`src/rtl/booth_mul_dp_pkg.sv`:
```
// Shared multiplier package: controller state encodings and sizes.
// Imported by the Booth datapath and the multiplier controller.
package mul_pkg;

  localparam int WIDTH = 32;
  localparam int ITER  = 32;
  localparam int AW    = WIDTH + 1;

  typedef enum logic [1:0] {
    START_STATE = 2'b00,
    MULT_STATE  = 2'b01,
    DONE_STATE  = 2'b10,
    ILL_STATE   = 2'b11
  } state_t;

  // Sign-extend an operand to accumulator width.
  function automatic logic [AW-1:0] sext(
    input logic [WIDTH-1:0] v
  );
    return {v[WIDTH-1], v};
  endfunction

endpackage

```
`src/rtl/booth_mul_dp_if.sv`:
```
// Controller-to-datapath bus for the Booth multiplier.
// master: controller side, slave: datapath side.
interface booth_mul_dp_if;
  import mul_pkg::*;

  logic [1:0]       state;
  logic [5:0]       counter;
  logic [WIDTH-1:0] multiplicand;
  logic [WIDTH-1:0] multiplier;
  logic [2*WIDTH-1:0] result;
  logic             op_done;

  modport master (
    output state,
    output counter,
    output multiplicand,
    output multiplier,
    input  result,
    input  op_done
  );

  modport slave (
    input  state,
    input  counter,
    input  multiplicand,
    input  multiplier,
    output result,
    output op_done
  );

endinterface

```
`src/rtl/booth_mul_dp_add_sub33.sv`:
```
// 33-bit adder/subtractor from five chained 8-bit CLA slices.
// Subtraction is operand inversion plus carry-in of one.
module cla8 (
  input  logic [7:0] a,
  input  logic [7:0] b,
  input  logic       cin,
  output logic [7:0] sum,
  output logic       cout
);

  logic [7:0] g;
  logic [7:0] p;
  logic [8:0] c;

  // Every carry is expanded from g/p/cin only, no ripple.
  function automatic logic [8:0] carries(
    input logic [7:0] gi,
    input logic [7:0] pi,
    input logic       ci
  );
    logic [8:0] r;
    r = '0;
    r[0] = ci;
    for (int i = 0; i < 8; i++) begin
      logic t;
      logic pp;
      t  = gi[i];
      pp = pi[i];
      for (int j = i - 1; j >= 0; j--) begin
        t  = t | (pp & gi[j]);
        pp = pp & pi[j];
      end
      r[i+1] = t | (pp & ci);
    end
    return r;
  endfunction

  assign g    = a & b;
  assign p    = a ^ b;
  assign c    = carries(g, p, cin);
  assign sum  = p ^ c[7:0];
  assign cout = c[8];

endmodule

module add_sub33 (
  input  logic [32:0] a,
  input  logic [32:0] b,
  input  logic        sub,
  output logic [32:0] y
);

  logic [39:0] ax;
  logic [39:0] bx;
  logic [39:0] s;
  logic [5:0]  c;
  logic        unused_hi;

  assign ax   = {{7{a[32]}}, a};
  assign bx   = {{7{b[32]}}, b} ^ {40{sub}};
  assign c[0] = sub;

  for (genvar k = 0; k < 5; k++) begin : g_cla
    cla8 u_cla (
      .a    (ax[8*k +: 8]),
      .b    (bx[8*k +: 8]),
      .cin  (c[k]),
      .sum  (s[8*k +: 8]),
      .cout (c[k+1])
    );
  end

  assign y         = s[32:0];
  assign unused_hi = ^{s[39:33], c[5]};

endmodule

```
`src/rtl/booth_mul_dp.sv`:
```
// Radix-2 Booth datapath for the signed multiplier.
// Steps one add/sub-and-shift per multiply cycle under controller state.
import mul_pkg::*;

module booth_mul_dp #(
  parameter int WIDTH = 32,
  parameter int ITER  = 32
) (
  input  logic          clk,
  input  logic          reset_n,
  booth_mul_dp_if.slave bus
);

  logic [WIDTH-1:0] mcand;
  logic [WIDTH:0]   acc;
  logic [WIDTH-1:0] q;
  logic             q_m1;
  logic [WIDTH:0]   sum;
  logic [WIDTH:0]   nxt;
  logic             sub;

  // 10 subtracts the multiplicand, 01 adds it.
  assign sub = q[0] & ~q_m1;

  add_sub33 u_addsub (
    .a   (acc),
    .b   (sext(mcand)),
    .sub (sub),
    .y   (sum)
  );

  // Booth recode selects the updated accumulator.
  always_comb begin
    nxt = acc;
    unique case (1'b1)
      (q[0] ^ q_m1): nxt = sum;
      default:       nxt = acc;
    endcase
  end

  // Load, iterate/shift, capture product; done and illegal hold.
  always_ff @(posedge clk or negedge reset_n) begin
    if (!reset_n) begin
      mcand       <= '0;
      acc         <= '0;
      q           <= '0;
      q_m1        <= 1'b0;
      bus.result  <= '0;
      bus.op_done <= 1'b0;
    end else begin
      unique case (bus.state)
        START_STATE: begin
          mcand       <= bus.multiplicand;
          q           <= bus.multiplier;
          acc         <= '0;
          q_m1        <= 1'b0;
          bus.result  <= '0;
          bus.op_done <= 1'b0;
        end
        MULT_STATE: begin
          if (bus.counter < 6'(ITER)) begin
            acc  <= {nxt[WIDTH], nxt[WIDTH:1]};
            q    <= {nxt[0], q[WIDTH-1:1]};
            q_m1 <= q[0];
          end else if (bus.counter == 6'(ITER)) begin
            bus.result  <= {acc[WIDTH-1:0], q};
            bus.op_done <= 1'b1;
          end
        end
        DONE_STATE, ILL_STATE: begin
          bus.op_done <= bus.op_done;
        end
      endcase
    end
  end

endmodule

```
`src/flat_wrapper.sv`:
```
// flat-port wrapper written by rule: the top's interface ports become plain ports
module booth_mul_dp_flat 
#(
  parameter int WIDTH = 32,
  parameter int ITER  = 32
)
  (clk, reset_n, bus_state, bus_counter, bus_multiplicand, bus_multiplier, bus_result, bus_op_done);
  booth_mul_dp_if bus_i ();
  input  logic clk;
  input  logic reset_n;
  input wire logic [$bits(bus_i.state)-1:0] bus_state;
  input wire logic [$bits(bus_i.counter)-1:0] bus_counter;
  input wire logic [$bits(bus_i.multiplicand)-1:0] bus_multiplicand;
  input wire logic [$bits(bus_i.multiplier)-1:0] bus_multiplier;
  output wire logic [$bits(bus_i.result)-1:0] bus_result;
  output wire logic [$bits(bus_i.op_done)-1:0] bus_op_done;
  assign bus_i.state = bus_state;
  assign bus_i.counter = bus_counter;
  assign bus_i.multiplicand = bus_multiplicand;
  assign bus_i.multiplier = bus_multiplier;
  assign bus_result = bus_i.result;
  assign bus_op_done = bus_i.op_done;
  booth_mul_dp #(.WIDTH(WIDTH), .ITER(ITER)) u_core (.clk(clk), .reset_n(reset_n), .bus(bus_i));
endmodule
```
`config.mk`:
```
export PLATFORM = sky130hd
export DESIGN_NAME = booth_mul_dp_flat
export DESIGN_NICKNAME = d
export VERILOG_FILES = /design/src/rtl/booth_mul_dp_pkg.sv /design/src/rtl/booth_mul_dp_if.sv /design/src/rtl/booth_mul_dp_add_sub33.sv /design/src/rtl/booth_mul_dp.sv /design/src/flat_wrapper.sv
export SDC_FILE = /design/constraint.sdc
export NUM_CORES = 1
export LEC_CHECK = 0
export CORE_MARGIN = 3
export CORE_UTILIZATION = 33
export DETAILED_ROUTE_END_ITERATION = 6
export PLACE_DENSITY = 0.63
export SLEW_MARGIN = 5
export SYNTH_ARGS = -nofsm -noshare
export SYNTH_HDL_FRONTEND = slang
export SYNTH_SLANG_ARGS = --single-unit
```
`constraint.sdc`:
```
create_clock -name clk -period 3.6 [get_ports clk]
set_clock_uncertainty 0.1 [all_clocks]
set_input_delay 0.72 -clock clk [delete_from_list [all_inputs] [get_ports clk]]
set_output_delay 0.72 -clock clk [all_outputs]
set_load 0.02 [all_outputs]
```
Yosys cells after proc, flatten, opt, wreduce, memory -nomap -nowiden --
Cells that the tools add are included.
Storage, ports and cells: logic and storage cells 452, bits in registers 163, output and inout port bits 65, input port bits 74
Cells by class: mux-type cells 13, equal/unequal tests 7, bitwise gates (word level) 419, reductions and logical operators 6, $lt $le $gt $ge 1
Operator list (number):
- AND 1 bit | 257
- bitwise OR 1 bit | 144
- 2-to-1 mux 64 bit | 2
- one-hot mux 64 bit (2 select lines) | 1
- 2-to-1 mux 33 bit | 2
- one-hot mux 33 bit (2 select lines) | 1
- one-hot mux 32 bit (2 select lines) | 1
- XOR 8 bit | 8
- XOR 33 bit | 1
- AND 8 bit | 4
- 2-to-1 mux 32 bit | 1
- == test 6 bit, second input constant | 1
- less-than comparator 6 bit, second input constant | 1
- AND reduction 3 bit | 2
- == test 2 bit, second input constant | 2
- != test 2 x 1 -> 1 bit, second input constant | 2
- one-hot mux 1 bit (2 select lines) | 2
- 2-to-1 mux 1 bit | 3
- XOR 1 bit | 3
- == test 2 x 1 -> 1 bit, second input constant | 1
- logical NOT 2 bit | 1
- != test 2 bit, second input constant | 1
- inverter 1 bit | 2
- AND reduction 2 bit | 1
- other kinds (2) | 2

Logic depth before layout (Yosys ltp) --
Gate-level depths: netlist of run 1.
depth after elaboration 23, depth in mapped cells 16, mapped depth without buffers 14

Modules after synthesis --
Synthesis of run 1 repeated with hierarchy kept, for this count alone.
Second synthesis, totals: cells, all modules 1024, area total of the unflattened synthesis 9505.4 µm²
By module, submodules not included:
- booth_mul_dp | cells an instance 802, seq. area each 4053.9 µm², area each 7556.0 µm², instances 1
- cla8 | cells an instance 37, seq. area each 0.0 µm², area each 317.8 µm², instances 5
- add_sub33 | cells an instance 37, seq. area each 0.0 µm², area each 360.3 µm², instances 1

Worst setup path before layout of run 1 --
OpenSTA, ideal clock, no wires.
kind register to register, from register u_core.q_m1, to register u_core.acc[24], stages on the path, launching flop included 17, arrival 3526 ps, buffers on the path 2, clock period less this slack 3759 ps, data required time 3367 ps, library setup time 133 ps, slack -159 ps, cell sequence dfrtp_1 -> inv_1 -> ha_1 -> buf_2 -> buf_1 -> xor2_1 -> ha_1 -> a21o_1 -> a221o_1 -> a21oi_1 -> a21oi_1 -> a31o_2 -> fa_1 -> xnor2_1 -> nor2_1 -> a21oi_1 -> o21ai_0
On the way: longest elaborated chain between the ends 23, elaborated cells between the ends (all ways) 87, classes of those cells mux: 3; bitwise: 84
Ends and longest elaborated chain:
- start: declaration | line booth_mul_dp.sv:17 | logic q_m1;
- start signal: assignment | line booth_mul_dp.sv:64 | q_m1 <= q[0];
- inverter 1 bit | line booth_mul_dp.sv:23 | assign sub = q[0] & ~q_m1;
- AND 1 bit | line booth_mul_dp.sv:23
- XOR 33 bit | line booth_mul_dp_add_sub33.sv:60 | assign bx = {{7{b[32]}}, b} ^ {40{sub}};
- XOR 8 bit or AND 8 bit (tied branches) | line booth_mul_dp_add_sub33.sv:39, booth_mul_dp_add_sub33.sv:38
- AND 1 bit, on equally long branches | line booth_mul_dp_add_sub33.sv:30, booth_mul_dp_add_sub33.sv:31
- bitwise OR 1 bit (tied with other cells) (6 in a row) | line booth_mul_dp_add_sub33.sv:30 | t = t | (pp & gi[j]);
- bitwise OR 1 bit or AND 1 bit (tied branches) | line booth_mul_dp_add_sub33.sv:30, booth_mul_dp_add_sub33.sv:33
- bitwise OR 1 bit | line booth_mul_dp_add_sub33.sv:33 | r[i+1] = t | (pp & ci);
- (+2 left out)
- AND 1 bit | line booth_mul_dp_add_sub33.sv:33
- bitwise OR 1 bit | line booth_mul_dp_add_sub33.sv:33
- AND 1 bit | line booth_mul_dp_add_sub33.sv:33
- bitwise OR 1 bit | line booth_mul_dp_add_sub33.sv:33
- XOR 8 bit | line booth_mul_dp_add_sub33.sv:41 | assign sum = p ^ c[7:0];
- 2-to-1 mux 33 bit (*) | line booth_mul_dp.sv:35 | unique case (1'b1)
- 2-to-1 mux 33 bit (*) | line booth_mul_dp.sv:61 | if (bus.counter < 6'(ITER)) begin
- one-hot mux 33 bit (2 select lines) (*) | line booth_mul_dp.sv:51 | unique case (bus.state)
- end signal: assignment | line booth_mul_dp.sv:62 | acc <= {nxt[WIDTH], nxt[WIDTH:1]};
- end: declaration | line booth_mul_dp.sv:15 | logic [WIDTH:0] acc;
Mark *: on every way between the ends. The rest lies on a longest branch, timed or not. The select of a mux whose other input is x is not followed. A chain may end at the register's enable or synchronous reset.

Worst setup path in the final report of run 1 --
from register u_core.q[0], to register u_core.acc[13]
On the way: longest elaborated chain between the ends 18, elaborated cells between the ends (all ways) 51, classes of those cells mux: 3; bitwise: 48
Ends and longest elaborated chain:
- start: declaration | line booth_mul_dp.sv:16 | logic [WIDTH-1:0] q;
- start signal: assignment | line booth_mul_dp.sv:54 | q <= bus.multiplier;
- start signal: assignment | line booth_mul_dp.sv:63 | q <= {nxt[0], q[WIDTH-1:1]};
- AND 1 bit | line booth_mul_dp.sv:23
- XOR 33 bit | line booth_mul_dp_add_sub33.sv:60
- XOR 8 bit or AND 8 bit (tied branches) | line booth_mul_dp_add_sub33.sv:39, booth_mul_dp_add_sub33.sv:38
- AND 1 bit, on equally long branches | line booth_mul_dp_add_sub33.sv:30, booth_mul_dp_add_sub33.sv:31
- bitwise OR 1 bit (tied with other cells) (6 in a row) | line booth_mul_dp_add_sub33.sv:30
- bitwise OR 1 bit or AND 1 bit (tied branches) | line booth_mul_dp_add_sub33.sv:30, booth_mul_dp_add_sub33.sv:33
- bitwise OR 1 bit | line booth_mul_dp_add_sub33.sv:33
- AND 1 bit | line booth_mul_dp_add_sub33.sv:33
- bitwise OR 1 bit | line booth_mul_dp_add_sub33.sv:33
- XOR 8 bit | line booth_mul_dp_add_sub33.sv:41
- 2-to-1 mux 33 bit (*) | line booth_mul_dp.sv:35
- 2-to-1 mux 33 bit (*) | line booth_mul_dp.sv:61
- one-hot mux 33 bit (2 select lines) (*) | line booth_mul_dp.sv:51
Marked as above.

==> impl_metrics.toml, run 1 <==
[run_status]
status = "completed"

[synth]
yosys.cell_types.count = 54
postSynthNetCount = 984
synth.area.top_cells = "sky130_fd_sc_hd__dfrtp_1, sky130_fd_sc_hd__nand2_1, sky130_fd_sc_hd__ha_1"
synth_top_area_cell = "sky130_fd_sc_hd__dfrtp_1"
post_synth_inst_count = 874
synth_async_sr_flop_share = 1.00
yosys_most_used_dff = "sky130_fd_sc_hd__dfrtp_1"
synthesis_warnings = 0
yosysSeqAreaShare = 0.501
synth_edf_count = 0
synth_area_per_cell_sq_um = 9.27
syn_area_sq_um = 8100
synth_largest_type_area_fraction = 0.501
synth-seq-cells = 162

[clocking]
cts_tree = "yes"
clock_latency_ps = 430
clockBufferDepth = 2
h-tree-depth = 4
worst_setup_hold_path_clk_slew_ps = 70
hold_buffers = 0
cts_num_sinks = 162
numCtsBuffers = 17
cts_root_buffer = "sky130_fd_sc_hd__clkbuf_16"

[critical_path]
worstPathCellList = "ha_4, buf_4, xor2_1, ha_1, a211oi_2, o21bai_2, buf_4, a21o_1, a221o_1, a221o_1, a21oi_2, xor2_1, o21ai_1"
critPathCaptureType = "flip-flop"
path_class = "flip-flop to flip-flop"
setup.worst_path.start_class = "flip-flop"
critical-path-top-delay-family = "compound AO/OA/AOI/OAI gates"
worst-path-max-fanout = 8
cp_slowest_stage_delay_ps = 420
timing.rr.start = "u_core.q[0]"
worst_path_arrival_ps = 3680
crit-reg2reg-capture = "u_core.acc[13]"
critPathBufInv = 2
critical_path.slowest_cell = "sky130_fd_sc_hd__dfrtp_1"
r2r_setup_slack_ps = 100
worst_ep_required_time_ps = 3780
timing.reg2reg.worst_path_depth = 13

[power]
total_leakage_power_nw = 4.89
combPwrFrac = 0.339
switching_power_mw = 2.26
power.density_cell_area_nw_per_um2 = 590
design_power_total_mw = 6.31
seq_power_share = 0.364
p_int_mw = 4.06
clock_power_share = 0.297
worst_ir_drop_vdd_uv = 307
netSwitchingFraction = 0.357

[layout]
areaGrowthSynthToFinish_pct = 32.0
finalNonFillerCells = 1345
final_cell_mix = "sky130_fd_sc_hd__nand2_1, sky130_fd_sc_hd__dfrtp_1, sky130_fd_sc_hd__clkdlybuf4s50_1, sky130_fd_sc_hd__o21ai_0, sky130_fd_sc_hd__nor2_1"
final_nets = 1123
final_area_sq_um = 10700
utilization = 0.449
final_common_cell = "sky130_fd_sc_hd__nand2_1"
insertedDiodeCount = 0
drive_gt1_frac = 0.0867

[sta]
achievable-frequency_mhz = 286
final_critical_period_ps = 3500
max_slew.worst_pin.slew_ps = 832
timing_hold_violations_final = 0
max-slew-margin-rel = 0.445
hold-worst-slack_ps = 190
final.setup.worst_slack_ps = 104
finalMaxSlewViolations = 0
fin_crit_sh = 0.971
fin_tns_setup_ps = 0
finalSetupViolCount = 0

[grt]
grt_max_degree = 70
globalRoute.totalOverflow = 0
antenna_found_initial = 0
global_routing_usage_summed_across_all_routing_layers = 0.169
first_global_vias = 6765
grt_first_pass_wirelength_microns = 35500

[placed_design]
io_buffer_count = 138
placed_cell_area_sq_um = 10000
place_ws_ps = -77.7
number_of_placed_instances_with_taps_included = 1308
dp.final_hpwl_microns = 15500
gp_congestion = 0.902

[die]
die_width_microns = 163
initial_utilization = 0.340
die_h_microns = 163
die_area_sq_um = 26500
core-area_sq_um = 23800
design.portCount = 139
row_count = 56

[detailed_routing]
detailedRoute.firstIterationViolations = 507
drc_errors = 0
drt_pre_antenna_iters = 5
vias = 6727
avgViaCountPerCell = 5.00
antenna_violating_nets_post_route = 0
wirelength_microns = 22200
routedWlPerCell_microns = 16.5

[hold_path]
hold_path.class = "primary input to asynchronous set/reset pin"

[job]
max-cap-violations = 0
[worst register-to-register path, stage by stage, from the launching register on]
cell and delay (ps):
sky130_fd_sc_hd__dfrtp_1 420, sky130_fd_sc_hd__ha_4 230, sky130_fd_sc_hd__buf_4 170, sky130_fd_sc_hd__xor2_1 160, sky130_fd_sc_hd__ha_1 330, sky130_fd_sc_hd__a211oi_2 290
sky130_fd_sc_hd__o21bai_2 130, sky130_fd_sc_hd__buf_4 160, sky130_fd_sc_hd__a21o_1 200, sky130_fd_sc_hd__a221o_1 360, sky130_fd_sc_hd__a221o_1 390, sky130_fd_sc_hd__a21oi_2 170
sky130_fd_sc_hd__xor2_1 170, sky130_fd_sc_hd__o21ai_1 80
[flip-flops by register name (all words and copies together) (netlist names)]
name and count:
u_core.bus.result 64, u_core.acc 32, u_core.mcand 32, u_core.q 32, u_core.bus.op_done 1, u_core.q_m1 1
[synth_stat cells, drive strengths merged (2+ instances only)]
| cell | n |
|---|---|
| ha | 33 |
| a211oi | 4 |
| a2111oi | 2 |
| fa | 3 |
| and2 | 5 |
| mux2i | 5 |
| nor3b | 2 |
| a221o | 3 |
| nand2b | 4 |
| and3 | 7 |
| o31ai | 3 |
| o21ai | 76 |
| xnor2 | 18 |
| nand3 | 18 |
| inv | 6 |
| a32oi | 2 |
| a22oi | 11 |
| or3 | 2 |
| buf | 8 |
| o21bai | 6 |
| o211ai | 3 |
| nor2b | 2 |
| xor2 | 39 |
| a21o | 13 |
| a21oi | 26 |
| a31oi | 35 |
| clkbuf | 49 |
| nor2 | 54 |
| nand2 | 223 |
| a22o | 25 |
| o21a | 2 |
| dfrtp | 162 |
| nor3 | 7 |
[how the worst max path moves through the flow]
stage                     endpoint  cells past startpoint         from
finish              u_core.acc[13]                     13  u_core.q[0]
global route        u_core.acc[24]                     14  u_core.q[0]
CTS                 u_core.acc[30]                     13  u_core.q_m1
detailed placement  u_core.acc[27]                     14  u_core.q_m1
global placement    u_core.acc[27]                     14  u_core.q_m1
floorplan           u_core.acc[24]                     15  u_core.q[0]
[layer usage]
layer	global-route usage	part of all wire	up-vias
met5	0	0	-
met4	0.0515	0.016	0
met3	0.0379	0.056	26
met2	0.271	0.46	183
met1	0.229	0.47	3216
li1	-	-	3302
[kinds of logic after synthesis]
group,share of synthesized area
AOI/OAI and AO/OA,0.175
muxes,0.00757
DFF,0.501
adders and majority gates,0.0584
buffers and inverters,0.0295
xor gates and xnor gates,0.0617
and+or+nand+nor,0.167
[final cells by class]
cell class,count,area (sq um)
Tap cell,319,399
Clock inverter,15,186
Fill cell,2306,13100
Inverter,6,22.5
Sequential cell,162,4050
Multi-Input combinational cell,649,3870
Clock buffer,17,425
Timing Repair Buffer,177,1730
[power by group through the flow]
stage / Combinational (mW) / Clock [mW] / Sequential [mW]
final: 2.14 / 1.87 / 2.30
after global routing: 2.40 / 1.99 / 2.33
after global placement: 2.02 / 0 / 2.33
after detailed placement: 2.05 / 0 / 2.33
after CTS: 2.08 / 1.92 / 2.30
after floorplan: 1.39 / 0 / 2.30
[repair_timing]
action | in CTS | in global routing
endpoints found under the setup margin | 3 | 9
resized for setup | 2 | 12
setup buffers | 0 | 5
pin swaps | 0 | 10
Power figures use the tool's default switching activity.
==> run 2: changes to the inputs <==
Settings changed: CORE_UTILIZATION 33 to 38, PLACE_DENSITY 0.63 to 0.7.
==> impl_metrics.toml, run 2 (synthesized netlist as in run 1, its figures left out) <==
[detailed_routing]
avgViaCountPerCell = 5.15
route.met2.wl_microns = 9420
wirelength_microns = 20900
detailedRoute.firstIterationViolations = 399
met3WireLength_microns = 792
drt_pre_antenna_iters = 5
antenna_violating_nets_post_route = 0
highest-signal-layer = "met4"
vias = 6668
drc_errors = 0
routedWlPerCell_microns = 16.2
route.layer.met1.wl_microns = 10400

[sta]
finalSetupViolCount = 0
timing_hold_violations_final = 0
hold-worst-slack_ps = 173
finalMaxSlewViolations = 0
final_critical_period_ps = 3500
achievable-frequency_mhz = 286
max_slew.worst_pin.slew_ps = 978
fin_tns_setup_ps = 0
fin_crit_sh = 0.972
setup_repair_after_global_routing_missed_its_margin = "yes"
max-slew-margin-rel = 0.348
final.setup.worst_slack_ps = 99.9

[critical_path]
worst-path-max-fanout = 7
worst_ep_required_time_ps = 3850
setup.worst_path.start_class = "flip-flop"
critPathCaptureType = "flip-flop"
path_class = "flip-flop to flip-flop"
worst_path_arrival_ps = 3750

[die]
core-area_sq_um = 20600
die_width_microns = 152
design.portCount = 139
die_area_sq_um = 23100
die_h_microns = 152
row_count = 52
initial_utilization = 0.394

[placed_design]
number_of_placed_instances_with_taps_included = 1258
placed_cell_area_sq_um = 9910
place_ws_ps = -13.8
io_buffer_count = 138
dp.final_hpwl_microns = 14700
gp_congestion = 0.898

[clocking]
numCtsBuffers = 17
cts_root_buffer = "sky130_fd_sc_hd__clkbuf_16"
cts_tree = "yes"
clockBufferDepth = 2
h-tree-depth = 4
worst_setup_hold_path_clk_slew_ps = 70
hold_buffers = 0
cts_num_sinks = 162
clock_latency_ps = 430

[grt]
global_routing_usage_summed_across_all_routing_layers = 0.181
grt_first_pass_wirelength_microns = 34600
first_global_vias = 6595
globalRoute.totalOverflow = 0
grt_max_degree = 66
antenna_found_initial = 0

[layout]
final_nets = 1122
final_common_cell = "sky130_fd_sc_hd__nand2_1"
drive_gt1_frac = 0.0859
insertedDiodeCount = 0
final_cell_mix = "sky130_fd_sc_hd__nand2_1, sky130_fd_sc_hd__dfrtp_1, sky130_fd_sc_hd__clkdlybuf4s50_1, sky130_fd_sc_hd__o21ai_0, sky130_fd_sc_hd__nor2_1"
final_area_sq_um = 10600
utilization = 0.516
largest-register = "u_core.bus.result"
areaGrowthSynthToFinish_pct = 31.0
layout.filler_cells = 1942
largest_register_ff_count = 64
finalNonFillerCells = 1295

[power]
worst_ir_drop_vdd_uv = 330
power.density_cell_area_nw_per_um2 = 587
total_leakage_power_nw = 4.86
design_power_total_mw = 6.23

[job]
max-cap-violations = 0

[run_status]
status = "completed"

[hold_path]
hold_path.class = "primary input to asynchronous set/reset pin"
run 2: area by class of cell:
cell class                      count  area (sq um)  area share
Clock buffer                       17           425      0.0401
Clock inverter                     15           159      0.0150
Inverter                            6          22.5     0.00212
Multi-Input combinational cell    649          3900       0.368
Sequential cell                   162          4050       0.382
Tap cell                          270           338      0.0319
Timing Repair Buffer              176          1710       0.161
run 2: power breakdown:
part           switching, mW  internal (mW)
Combinational           1.16           1.00
Clock                  0.841          0.930
Sequential             0.235           2.06
Total                   2.23           4.00
run 2: timing repair:
item | CTS | global route
hold endpoints to repair | 0 | 0
pin swaps | 0 | 5
resized for setup | 1 | 12
buffers inserted | 0 | 5
setup endpoints to repair | 3 | 12
run 2: worst paths after layout:
kind,start,to,slack (ps),cells past startpoint
setup / recovery,u_core.q_m1,u_core.acc[30],100,13
hold / removal,reset_n,u_core.bus.result[6],170,1
setup reg to reg,u_core.q_m1,u_core.acc[30],100,13
hold reg to reg,u_core.bus.result[10],u_core.bus.result[10],380,2
max in group asynchronous,reset_n,u_core.bus.result[16],2420,2
min in group clk,u_core.bus.result[10],u_core.bus.result[10],380,2
run 2: metal layers:
layer | up-vias | GRT usage
met5 | - | 0
met2 | 150 | 0.280
met3 | 27 | 0.0353
met4 | 0 | 0.0505
li1 | 3311 | -
met1 | 3180 | 0.259
run 2: critical path: stages, from the launching register on:
cell,delay (ps)
sky130_fd_sc_hd__dfrtp_1,370
sky130_fd_sc_hd__inv_1,100
sky130_fd_sc_hd__ha_4,220
sky130_fd_sc_hd__buf_4,180
sky130_fd_sc_hd__xor2_1,160
sky130_fd_sc_hd__ha_1,270
sky130_fd_sc_hd__a211oi_2,360
sky130_fd_sc_hd__o21bai_4,130
sky130_fd_sc_hd__a32oi_4,290
sky130_fd_sc_hd__a2111oi_0,140
sky130_fd_sc_hd__or3b_1,430
sky130_fd_sc_hd__a31oi_2,230
sky130_fd_sc_hd__mux2_1,340
sky130_fd_sc_hd__o21ai_1,110
